[src/rtl/alu_status_stage.sv]
// alu_status_stage
// Registered stage behind the 8-bit ALU: holds the ALU result, keeps the
// 6502 status flags N V D I Z C, returns C to the ALU carry-in and builds the
// packed status byte for pushes.
// Optional feature macro: DECIMAL_ADJ_EN
//   defined   -> ADC/SBC with D=1 take a second cycle for BCD adjustment
//   undefined -> 2A03 behaviour: D is stored but never alters results
module alu_status_stage (
    input  logic       clk,
    input  logic       rst,
    input  logic       alu_valid,
    input  logic [7:0] alu_res,
    input  logic       alu_cout,
    input  logic       alu_ovf,
    input  logic [7:0] alu_ain,
    input  logic [7:0] alu_bin,
    input  logic       alu_inv,
    input  logic       alu_sum,
    input  logic       upd_nz,
    input  logic       upd_c,
    input  logic       upd_v,
    input  logic       set_c,
    input  logic       clr_c,
    input  logic       set_i,
    input  logic       clr_i,
    input  logic       set_d,
    input  logic       clr_d,
    input  logic       clr_v,
    input  logic       bit_op,
    input  logic       p_load,
    input  logic [7:0] p_din,
    input  logic       brk_flag,
    output logic [7:0] add_out,
    output logic       out_valid,
    output logic       busy,
    output logic       c_out,
    output logic       d_out,
    output logic [7:0] p_out
);

    logic flag_n;
    logic flag_v;
    logic flag_d;
    logic flag_i;
    logic flag_z;
    logic flag_c;

    logic take_capture;
    logic dec_capture;
    logic bin_capture;
    logic res_zero;
    logic unused_pins;

    assign res_zero = (alu_res == 8'h00);

    // A capture is accepted only when no adjust is pending and the stack
    // load is not overriding the whole status register this cycle.
    assign take_capture = alu_valid & ~busy & ~p_load;
    assign bin_capture  = take_capture & ~dec_capture;

`ifdef DECIMAL_ADJ_EN
    typedef enum logic {
        IDLE,
        ADJ
    } state_t;

    state_t     state;
    logic       adj_hc;
    logic       adj_cout;
    logic       adj_inv;
    logic [7:0] bin_eff;
    logic [7:0] hc_vec;
    logic [7:0] adj_delta;
    logic [7:0] adj_result;
    logic       adj_carry;

    assign busy        = (state == ADJ);
    assign bin_eff     = alu_inv ? ~alu_bin : alu_bin;
    assign hc_vec      = alu_ain ^ bin_eff ^ alu_res;
    assign dec_capture = take_capture & alu_sum & upd_c & flag_d;
    assign unused_pins = ^{p_din[5:4]};

    // BCD correction of the held binary result, using the carries latched
    // in the first cycle; ADC adds 6/0x60, SBC subtracts them.
    always_comb begin
        adj_delta  = 8'h00;
        adj_result = add_out;
        adj_carry  = adj_cout;
        if (!adj_inv) begin
            if (adj_hc || (add_out[3:0] > 4'd9)) begin
                adj_delta[3:0] = 4'h6;
            end
            if (adj_cout || (add_out > 8'h99)) begin
                adj_delta[7:4] = 4'h6;
                adj_carry      = 1'b1;
            end
            adj_result = add_out + adj_delta;
        end else begin
            if (!adj_hc) begin
                adj_delta[3:0] = 4'h6;
            end
            if (!adj_cout) begin
                adj_delta[7:4] = 4'h6;
            end
            adj_result = add_out - adj_delta;
        end
    end
`else
    assign busy        = 1'b0;
    assign dec_capture = 1'b0;
    assign unused_pins = ^{p_din[5:4], alu_ain, alu_bin[5:0], alu_inv, alu_sum};
`endif

    // Result, flags and adjust FSM; later statements carry higher priority
    // (capture, then single-flag ops, then stack load, then adjust carry).
    always_ff @(posedge clk) begin
        if (rst) begin
            flag_n    <= 1'b0;
            flag_v    <= 1'b0;
            flag_d    <= 1'b0;
            flag_i    <= 1'b1;
            flag_z    <= 1'b0;
            flag_c    <= 1'b0;
            add_out   <= 8'h00;
            out_valid <= 1'b0;
`ifdef DECIMAL_ADJ_EN
            state     <= IDLE;
            adj_hc    <= 1'b0;
            adj_cout  <= 1'b0;
            adj_inv   <= 1'b0;
`endif
        end else begin
            out_valid <= 1'b0;

            if (bin_capture) begin
                add_out   <= alu_res;
                out_valid <= 1'b1;
                if (upd_nz) begin
                    flag_n <= alu_res[7];
                    flag_z <= res_zero;
                end
                if (upd_c) begin
                    flag_c <= alu_cout;
                end
                if (upd_v) begin
                    flag_v <= alu_ovf;
                end
                if (bit_op) begin
                    flag_n <= alu_bin[7];
                    flag_v <= alu_bin[6];
                    flag_z <= res_zero;
                end
            end

`ifdef DECIMAL_ADJ_EN
            case (state)
                IDLE: begin
                    if (dec_capture) begin
                        add_out  <= alu_res;
                        adj_hc   <= hc_vec[4];
                        adj_cout <= alu_cout;
                        adj_inv  <= alu_inv;
                        if (upd_nz) begin
                            flag_n <= alu_res[7];
                            flag_z <= res_zero;
                        end
                        if (upd_v) begin
                            flag_v <= alu_ovf;
                        end
                        state <= ADJ;
                    end
                end
                ADJ: begin
                    add_out   <= adj_result;
                    out_valid <= 1'b1;
                    state     <= IDLE;
                end
            endcase
`endif

            if (set_c || clr_c) begin
                flag_c <= set_c;
            end
            if (set_i || clr_i) begin
                flag_i <= set_i;
            end
            if (set_d || clr_d) begin
                flag_d <= set_d;
            end
            if (clr_v) begin
                flag_v <= 1'b0;
            end

            if (p_load) begin
                flag_n <= p_din[7];
                flag_v <= p_din[6];
                flag_d <= p_din[3];
                flag_i <= p_din[2];
                flag_z <= p_din[1];
                flag_c <= p_din[0];
            end

`ifdef DECIMAL_ADJ_EN
            if (busy) begin
                flag_c <= adj_carry;
            end
`endif
        end
    end

    assign c_out = flag_c;
    assign d_out = flag_d;
    assign p_out = {flag_n, flag_v, 1'b1, brk_flag, flag_d, flag_i, flag_z, flag_c};

endmodule

[config.mk]
export PLATFORM = sky130hd
export DESIGN_NAME = alu_status_stage
export DESIGN_NICKNAME = d
export VERILOG_FILES = /design/src/rtl/alu_status_stage.sv
export SDC_FILE = /design/constraint.sdc
export NUM_CORES = 1
export LEC_CHECK = 0
export BUFFER_PORTS_ARGS = -buffer_cell sky130_fd_sc_hd__buf_4
export CAP_MARGIN = 20
export CORE_MARGIN = 3
export CORE_UTILIZATION = 38
export CTS_CLUSTER_DIAMETER = 150
export DETAILED_ROUTE_END_ITERATION = 10
export GPL_ROUTABILITY_DRIVEN = 0
export HOLD_SLACK_MARGIN = 0.06
export PLACE_DENSITY = 0.83
export REMOVE_ABC_BUFFERS = 1
export SLEW_MARGIN = 10
export SYNTH_ARGS = -nofsm -noshare
export SYNTH_HDL_FRONTEND = slang
export SYNTH_SLANG_ARGS = --single-unit
[constraint.sdc]
create_clock -name clk -period 2.4 [get_ports clk]
set_input_delay 0.48 -clock clk [delete_from_list [all_inputs] [get_ports clk]]
set_output_delay 0.48 -clock clk [all_outputs]
set_load 0.05 [all_outputs]
==> results of run 1 <==
[cell type report]
class | count | area [sq um] | share of cell area [%]
Clock buffer | 3 | 22.52 | 2.086
Inverter | 4 | 15.01 | 1.390
Sequential cell | 15 | 300.3 | 27.81
Tap cell | 25 | 31.28 | 2.897
Multi-Input combinational cell | 60 | 337.8 | 31.29
Timing Repair Buffer | 49 | 367.9 | 34.07
Clock inverter | 1 | 5.005 | 0.4635
[path summary, 6_finish.rpt]
kind,to,start,depth (start not counted)
setup / recovery,d_out,d_out,1
hold / removal,c_out,set_c,2
hold reg to reg,add_out[5],add_out[5],2
setup reg to reg,c_out,c_out,3
[layer usage]
layer  global-route usage, %  up-vias
met5                       0        -
met4                   1.345        0
met3                   6.231        0
met2                   27.61       36
met1                   15.69      323
li1                        -      379
[worst register-to-register path, delay by kind of cell (launching register included)]
family             cells  cell delay, ps
DFF                    1             330
AOI/OAI and AO/OA      3             460
[kinds of logic (layout without fill, tap and decap cells)]
logic type             after synthesis  in the layout
and+or+nand+nor                     34             34
buffers and inverters               17             57
other                                2              2
AOI/OAI and AO/OA                   23             23
DFF                                 15             15
muxes                                1              1
[cells in the mapped netlist, drive strengths merged]
master / count
a32oi: 1
a21bo: 1
nor3: 1
nand3: 2
nor2: 5
a211oi: 1
clkbuf: 1
nor2b: 2
mux2i: 1
a221oi: 2
a2111oi: 1
nor4: 1
a21oi: 12
a211o: 1
nand2b: 3
conb: 2
or3b: 1
buf: 12
inv: 4
o21ai: 2
o31a: 1
o21bai: 1
nor3b: 1
nand2: 17
nand3b: 1
dfxtp: 15
[sequential cells by signal, summed over array words and instances, names as in the netlist]
| name | count |
|---|---|
| flag_z | 1 |
| flag_v | 1 |
| add_out | 8 |
| d_out | 1 |
| out_valid | 1 |
| flag_n | 1 |
| flag_i | 1 |
| c_out | 1 |
[report_power, final]
part	internal [mW]	switching, mW	total [mW]
Sequential	0.263	0.00730	0.270
Clock	0.0616	0.0745	0.136
Combinational	0.0722	0.106	0.178
Total	0.397	0.188	0.585
==> impl_metrics.json, run 1 <==
{
  "rows": 15,
  "cts_setup_buffers": 0,
  "placed_cell_area_sq_mm": 0.001052,
  "tightest_slew_ps": 501.9,
  "start_util_pct": 41.96,
  "syn_inst": 92,
  "synth_seq_area_share_pct": 40.13,
  "clk_pin_slew_ps": 80,
  "crit_chain": "buf_4",
  "yosys.area.top_type": "dfxtp_1",
  "wl_met2_um": 865,
  "fp.coreArea_sq_mm": 0.001783,
  "wl_per_cell_um": 11.53,
  "grt_usage_pct": 14.72,
  "drc": 0,
  "wirelength_um": 1810,
  "grt_max_degree": 16,
  "crit_fanout": 3,
  "cts.path.max_buffers": 2,
  "die-area_sq_mm": 0.002538,
  "cts_sinks": 15,
  "grt_pass1_vias": 731,
  "numCtsBuffers": 3,
  "period_share_pct": 54.92,
  "power_mw": 0.5845,
  "rrSetupSlack_ps": 1520,
  "status": "complete, no violations",
  "place_ws_ps": 961.9,
  "crit_slowest_cell": "dfxtp_1",
  "antenna_left": 0,
  "yosysTopAreaCellShare_pct": 40.13,
  "synth_top_family_by_area": "simple AND/OR/NAND/NOR gates",
  "dpl.hpwl_um": 1469,
  "finalHoldViolations": 0,
  "topRoutingLayerUsed": "met3",
  "synthMuxAreaShare_pct": 1.338,
  "fin_setup_tns_ps": 0,
  "synth_warnings": 0,
  "ctsHoldBuffers": 0,
  "dp_cells": 153,
  "grt_pass1_wl_um": 2946,
  "rsz0062_at_grt": "no",
  "antenna_found_initial": 0,
  "arrival_ps": 840,
  "wirelength_met1_um": 722,
  "crit_path_end_kind": "output port",
  "critPathRequiredTime_ps": 1920,
  "hp-class": "in2reg",
  "ys_seq_elements": 15,
  "via_count": 738,
  "layout.nets": 185,
  "syn_area_sq_um": 748.2,
  "final_core_util_pct": 60.56,
  "layout_commonest_cell": "buf_4",
  "powerDensity_mw_per_mm2": 541.3,
  "cts_tree": "built",
  "finClkSkew_ps": 0,
  "crit_type": "reg2out",
  "root_buffer": "clkbuf_4",
  "cp-start-kind": "flop",
  "max_cap_viol_count": 0,
  "post_drt_via_cell_ratio": 4.701,
  "insertion_delay_ps": 270,
  "wl_met3_um": 222,
  "synth-xor-area-share_pct": 0,
  "fillCellCount": 152,
  "final_cell_mix": "buf_4, nand2_1, dfxtp_1",
  "die_height_um": 50.38,
  "setup_viol": 0,
  "htree_levels": 1,
  "drive_gt1_share_pct": 41.67,
  "io-pin-count": 72,
  "ir_drop_mv": 0.2372,
  "gr-total-overflow": 0,
  "crit_family": "flip-flops",
  "synth_simple_gate_area_share_pct": 22.24,
  "synth_compound_area_share_pct": 20.57,
  "antenna_cells": 0,
  "critical_path.max_stage_delay_ps": 360,
  "drv_slew": 0,
  "stdcell_area_sq_mm": 0.001080,
  "hold_ws_ps": 424.1,
  "postLayoutSetupSlackWorst_ps": 1082,
  "finalNonFillerCells": 157,
  "path_buf_inv": 1,
  "syn2layout_area_growth_pct": 44.31,
  "slew_headroom_pct": 66.47,
  "drtIter0Drc": 7,
  "port_buffers": 49,
  "dieWidth_um": 50.38,
  "drtPass1Iterations": 3,
  "cts_resized": 0,
  "p_leak_nw": 0.5103,
  "synthAdderAreaFrac_pct": 0,
  "fmax_ghz": 0.7587,
  "layout_min_cycle_time_ps": 1318,
  "yosys-top-cells-area": "dfxtp_1, buf_4, nand2_1",
  "syn_avg_cell_area_sq_um": 8.133,
  "synth.distinct_cells": 30
}
Note: power is estimated with default switching activity, not from simulation.
==> inputs of run 2 (changes only) <==
--- a/config.mk
+++ b/config.mk
@@ -8,12 +8,12 @@
 export BUFFER_PORTS_ARGS = -buffer_cell sky130_fd_sc_hd__buf_4
 export CAP_MARGIN = 20
 export CORE_MARGIN = 3
-export CORE_UTILIZATION = 38
+export CORE_UTILIZATION = 35
 export CTS_CLUSTER_DIAMETER = 150
 export DETAILED_ROUTE_END_ITERATION = 10
 export GPL_ROUTABILITY_DRIVEN = 0
 export HOLD_SLACK_MARGIN = 0.06
-export PLACE_DENSITY = 0.83
+export PLACE_DENSITY = 0.78
 export REMOVE_ABC_BUFFERS = 1
 export SLEW_MARGIN = 10
 export SYNTH_ARGS = -nofsm -noshare
==> constraint.sdc (replaced) <==
create_clock -name clk -period 1.3 [get_ports clk]
set_input_delay 0.26 -clock clk [delete_from_list [all_inputs] [get_ports clk]]
set_output_delay 0.26 -clock clk [all_outputs]
set_load 0.05 [all_outputs]
==> run 2 against run 1 <==
  * Die area up 7.5%
  * Via count up 0.41%
  * Worst setup slack worse by 890 ps
  * Combinational power up 87%
  * Non-clock buffer count up 1
  * Critical path type unchanged
==> impl_metrics.json, run 2 (synthesized netlist as in run 1, its figures left out) <==
{
  "switching_share_pct": 32.05,
  "finalHoldViolations": 0,
  "drc": 0,
  "ctsHoldBuffers": 0,
  "drv_slew": 0,
  "setup_viol": 0,
  "arrival_ps": 840,
  "period_share_pct": 84.87,
  "cts_resized": 0,
  "rrSetupSlack_ps": 410,
  "insertion_delay_ps": 270,
  "cp-start-kind": "flop",
  "layout_min_cycle_time_ps": 1103,
  "io-pin-count": 72,
  "clk_pin_slew_ps": 80,
  "critical_path_depth": 1,
  "dieWidth_um": 52.24,
  "finClkSkew_ps": 0,
  "start_util_pct": 37.38,
  "wirelength_um": 1830,
  "grt_usage_pct": 14.35,
  "ir_drop_mv": 0.7257,
  "hp-class": "in2reg",
  "rows": 16,
  "root_buffer": "clkbuf_4",
  "die-area_sq_mm": 0.002729,
  "crit_path_end_kind": "output port",
  "status": "complete, no violations",
  "die_height_um": 52.24,
  "powerDensity_mw_per_mm2": 999.6,
  "grt_max_degree": 16,
  "crit_chain": "buf_4",
  "grt_pass1_vias": 705,
  "grt_pass1_wl_um": 2911,
  "drtPass1Iterations": 4,
  "fp.coreArea_sq_mm": 0.002002,
  "multi_input_area_sq_um": 337.8,
  "fmax_ghz": 0.9063,
  "place_ws_ps": 147.1,
  "drtIter0Drc": 8,
  "layout.nets": 186,
  "internal_power_mw": 0.7393,
  "crit_fanout": 3,
  "antenna_cells": 0,
  "cts.path.max_buffers": 2,
  "layout_commonest_cell": "buf_4",
  "cts_tree": "built",
  "power_mw": 1.088,
  "final_cell_mix": "buf_4, nand2_1, dfxtp_1",
  "reg2reg_depth": 3,
  "crit_slowest_cell": "dfxtp_1",
  "fillCellCount": 213,
  "comb_power_share_pct": 30.5,
  "antenna_left": 0,
  "p_seq_share_pct": 45.9,
  "p_sw_mw": 0.3488,
  "largest_register_ffs": 8,
  "postLayoutSetupSlackWorst_ps": 196.7,
  "critPathRequiredTime_ps": 1040,
  "clockPowerShare_pct": 23.6,
  "port_buffers": 49,
  "critical_path.max_stage_delay_ps": 360,
  "regMostFlops": "add_out",
  "cts_sinks": 15,
  "rsz0062_at_grt": "no",
  "post_drt_via_cell_ratio": 4.631,
  "crit_type": "reg2out",
  "htree_levels": 1,
  "max_cap_viol_count": 0,
  "cts_setup_buffers": 0,
  "gr-total-overflow": 0,
  "p_leak_nw": 0.5124,
  "drive_gt1_share_pct": 41.35,
  "path_buf_inv": 1,
  "ff_latch_area_sq_um": 300.3,
  "via_count": 741,
  "holdPathStages": 2,
  "dpl.hpwl_um": 1489,
  "wl_per_cell_um": 11.44,
  "syn2layout_area_growth_pct": 45.48,
  "antenna_found_initial": 0,
  "numCtsBuffers": 3,
  "crit_family": "flip-flops"
}
## run 2: cell types whose count changed in the layout (fill, tap and decap cells not counted), sizes merged
cell and change:
buf +1, clkbuf +1, clkinv -1
## run 2: power by group through the flow
stage | logic (mW) | clock network (mW) | registers, mW
finish | 0.332 | 0.257 | 0.499
global route | 0.357 | 0.297 | 0.503
CTS | 0.335 | 0.266 | 0.499
detailed placement | 0.334 | 0 | 0.510
global placement | 0.330 | 0 | 0.508
floorplan | 0.0724 | 0 | 0.615
## run 2: path summary, 6_finish.rpt
check / startpoint / to
worst max-delay path: c_out / p_out[0]
worst min register to register: add_out[5] / add_out[5]
worst min-delay path: set_c / c_out
worst max register to register: c_out / c_out
## run 2: cell type report
cell class | instances | area share [%]
clock buffers | 4 | 2.414
flip-flops and latches | 15 | 27.59
multi-input cells | 60 | 31.03
well taps | 27 | 3.103
repair buffers | 50 | 34.48
inverters | 4 | 1.379
## run 2: per-layer routing
layer  global-route usage [%]  share of wire, %  wire length, um  vias up
met5                        0                 0                0        -
met4                    2.553                 0                0        0
met3                    6.838                11              205        0
met2                    26.57                49              899       37
met1                    14.66                40              725      323
li1                         -                 -                -      381
## run 2: stage by stage
step / hold slack [ps] / std cells / utilization (%) / TNS [ps] / cell area [sq um]
global route: 192.4 / 160 / 54.37 / 0 / 1089
detailed placement: 453.4 / 156 / 53.06 / 0 / 1062
finish: 196.2 / 160 / 54.37 / 0 / 1089
global placement: 443.9 / 156 / 53.06 / 0 / 1062
floorplan: 329.1 / 79 / - / -258.4 / 653.1
CTS: 191.7 / 160 / 54.37 / 0 / 1089
==> inputs of run 3 (changes only) <==
--- a/config.mk
+++ b/config.mk
@@ -5,15 +5,16 @@
 export SDC_FILE = /design/constraint.sdc
 export NUM_CORES = 1
 export LEC_CHECK = 0
+export ABC_AREA = 1
 export BUFFER_PORTS_ARGS = -buffer_cell sky130_fd_sc_hd__buf_4
 export CAP_MARGIN = 20
 export CORE_MARGIN = 3
-export CORE_UTILIZATION = 35
+export CORE_UTILIZATION = 33
 export CTS_CLUSTER_DIAMETER = 150
 export DETAILED_ROUTE_END_ITERATION = 10
 export GPL_ROUTABILITY_DRIVEN = 0
 export HOLD_SLACK_MARGIN = 0.06
-export PLACE_DENSITY = 0.78
+export PLACE_DENSITY = 0.75
 export REMOVE_ABC_BUFFERS = 1
 export SLEW_MARGIN = 10
 export SYNTH_ARGS = -nofsm -noshare
==> constraint.sdc (replaced) <==
create_clock -name clk -period 1 [get_ports clk]
set_input_delay 0.2 -clock clk [delete_from_list [all_inputs] [get_ports clk]]
set_output_delay 0.2 -clock clk [all_outputs]
set_load 0.05 [all_outputs]
==> run 3 against run 2 <==
  * Final cell count grew 20%
  * Clock power grew 42%
  * Non-clock buffer count is the same
  * Die area grew 11%
  * Area after synthesis grew 5.5%
  * Via count grew 15%
  * Largest power group unchanged
  * Synthesized cell count grew 32%
  * Power grew 49%
  * The run now ends with setup timing left
  * Clock skew is the same
  * Largest cell class unchanged
  * Design area grew 17%
  * Sequential share of layout area shrank 2.3 points
  * Global-route usage is essentially flat
==> impl_metrics.json, run 3 <==
{
  "io-pin-count": 72,
  "syn_area_sq_um": 789.5,
  "start_util_pct": 35.35,
  "grt_pass1_wl_um": 3070,
  "drv_slew": 0,
  "critical_path_depth": 1,
  "dp_cells": 188,
  "synth_warnings": 0,
  "rr_startpoint": "c_out",
  "finalHoldViolations": 0,
  "crit_type": "reg2out",
  "regMostFlops": "add_out",
  "antenna_found_initial": 0,
  "gr-total-overflow": 0,
  "wl_per_cell_um": 11.19,
  "critical_path.max_stage_delay_ps": 380,
  "layout_commonest_cell": "buf_4",
  "clk_pin_slew_ps": 100,
  "antenna_left": 0,
  "die_height_um": 54.91,
  "ys_top_cells_by_count": "nor2_1, nand2_1, dfxtp_1, inv_1",
  "stdcell_area_sq_mm": 0.001279,
  "htree_levels": 1,
  "drtIter0Drc": 13,
  "synth_edf_count": 0,
  "root_buffer": "clkbuf_4",
  "yosysMostFrequentCell": "nor2_1",
  "ir_drop_mv": 0.8203,
  "reg2reg_depth": 4,
  "via_count": 850,
  "critPathRequiredTime_ps": 800,
  "period_share_pct": 101.4,
  "drtPass1Iterations": 4,
  "cts.path.max_buffers": 2,
  "port_buffers": 49,
  "synthMuxAreaShare_pct": 0,
  "hp-class": "in2reg",
  "die-area_sq_mm": 0.003015,
  "fp.coreArea_sq_mm": 0.002233,
  "powerDensity_mw_per_mm2": 1266,
  "layout_min_cycle_time_ps": 1014,
  "clockPowerShare_pct": 22.5,
  "synth-xor-area-share_pct": 0,
  "synth_compound_area_share_pct": 12.36,
  "drive_gt1_share_pct": 45.73,
  "insertion_delay_ps": 290,
  "crit_family": "flip-flops",
  "yosys-top-cells-area": "dfxtp_1, nor2_1, nand2_1",
  "crit_chain": "buf_8",
  "grt_pass1_vias": 745,
  "yosys.area.top_type": "dfxtp_1",
  "cts_tree": "built",
  "ctsHoldBuffers": 0,
  "cts_sinks": 15,
  "p_sw_mw": 0.5724,
  "crit_slowest_cell": "dfxtp_4",
  "synth_simple_gate_area_share_pct": 30.90,
  "switching_share_pct": 35.36,
  "layout.nets": 217,
  "power_mw": 1.619,
  "synth_top_family_by_area": "simple AND/OR/NAND/NOR gates",
  "setup_viol": 6,
  "largest_register_ffs": 8,
  "grt_usage_pct": 14.34,
  "arrival_ps": 810,
  "min_from": "rst",
  "yosysTopAreaCellShare_pct": 38.03,
  "crit_path_end_kind": "output port",
  "finalNonFillerCells": 192,
  "postLayoutSetupSlackWorst_ps": -14.42,
  "rsz0062_at_grt": "yes",
  "synthAdderAreaFrac_pct": 0,
  "syn2layout_area_growth_pct": 61.97,
  "syn_inst": 121,
  "rows": 17,
  "status": "finished, violations left",
  "p_seq_share_pct": 42.3,
  "rrSetupSlack_ps": 210,
  "antenna_cells": 0,
  "violations": "setup timing",
  "wirelength_um": 2149,
  "ys_seq_elements": 15,
  "comb_power_share_pct": 35.2,
  "path_buf_inv": 1,
  "final_cell_mix": "buf_4, nor2_1, nand2_1",
  "synthArstFlopShare_pct": 0,
  "dpl.hpwl_um": 1629,
  "synth_seq_area_share_pct": 38.03,
  "crit_fanout": 3,
  "cp-start-kind": "flop",
  "grt_max_degree": 14,
  "p_leak_nw": 0.6569,
  "drc": 0,
  "max_cap_viol_count": 0,
  "yosys_most_used_dff": "dfxtp_1",
  "placed_cell_area_sq_mm": 0.001116,
  "numCtsBuffers": 3,
  "r2r-end": "c_out",
  "internal_power_mw": 1.046,
  "synth.distinct_cells": 16,
  "fmax_ghz": 0.9858,
  "post_drt_via_cell_ratio": 4.427,
  "final_core_util_pct": 57.25,
  "finClkSkew_ps": 0,
  "dieWidth_um": 54.91,
  "critical_path.endpoint": "c_out",
  "cp-startpoint": "c_out",
  "syn_avg_cell_area_sq_um": 6.525
}
run 3: final cells by class:
class | instances | area (sq um)
clock buffers | 3 | 22.52
clock inverters | 1 | 5.005
fillers | 212 | 954.7
inverters | 15 | 56.30
multi-input cells | 80 | 349.1
flip-flops and latches | 15 | 322.8
well taps | 28 | 35.03
repair buffers | 50 | 488.0
run 3: routing by layer:
metal / wire length [um] / vias up / part of all wire (%) / global-route usage (%)
li1: - / 443 / - / -
met1: 799 / 365 / 37 / 15.42
met2: 1142 / 38 / 53 / 25.98
met3: 183 / 4 / 8.5 / 4.021
met4: 23 / 0 / 1.1 / 6.073
met5: 0 / - / 0 / 0
run 3: per-stage QoR:
| step | hold slack, ps | worst slack (ps) | setup TNS (ps) |
|---|---|---|---|
| after global placement | 381.8 | 6.990 | 0 |
| after global routing | 68.24 | -39.07 | -347.6 |
| after detailed placement | 384.1 | -21.42 | -53.53 |
| final | 76.45 | -14.42 | -69.45 |
| after floorplan | 272.4 | -387.8 | -1118 |
| after CTS | 68.36 | -28.65 | -126.5 |
run 3: worst min-delay path by stage:
| stage | to | slack, ps | cells past startpoint |
|---|---|---|---|
| after global routing | out_valid | 70 | 2 |
| final | out_valid | 80 | 2 |
| after global placement | out_valid | 380 | 2 |
| after floorplan | out_valid | 270 | 1 |
| after detailed placement | out_valid | 380 | 2 |
| after CTS | out_valid | 70 | 2 |
run 3: repair_timing:
item                                    CTS  global route
resized for setup                        33            13
hold endpoints to repair                  0             0
setup buffers                             0             0
endpoints found under the setup margin   16            17
run 3: power by group through the flow:
| stage | Combinational [mW] | Sequential, mW | Clock [mW] |
|---|---|---|---|
| finish | 0.570 | 0.684 | 0.364 |
| floorplan | 0.134 | 0.842 | 0 |
| detailed placement | 0.513 | 0.676 | 0 |
| CTS | 0.549 | 0.681 | 0.376 |
| global placement | 0.504 | 0.675 | 0 |
| global route | 0.613 | 0.689 | 0.396 |
run 3: cell families (layout without fill, tap and decap cells):
group	Yosys count	in the layout
compound gates	18	18
other cells	2	2
buf+inv	26	69
simple gates	60	60
flops	15	15
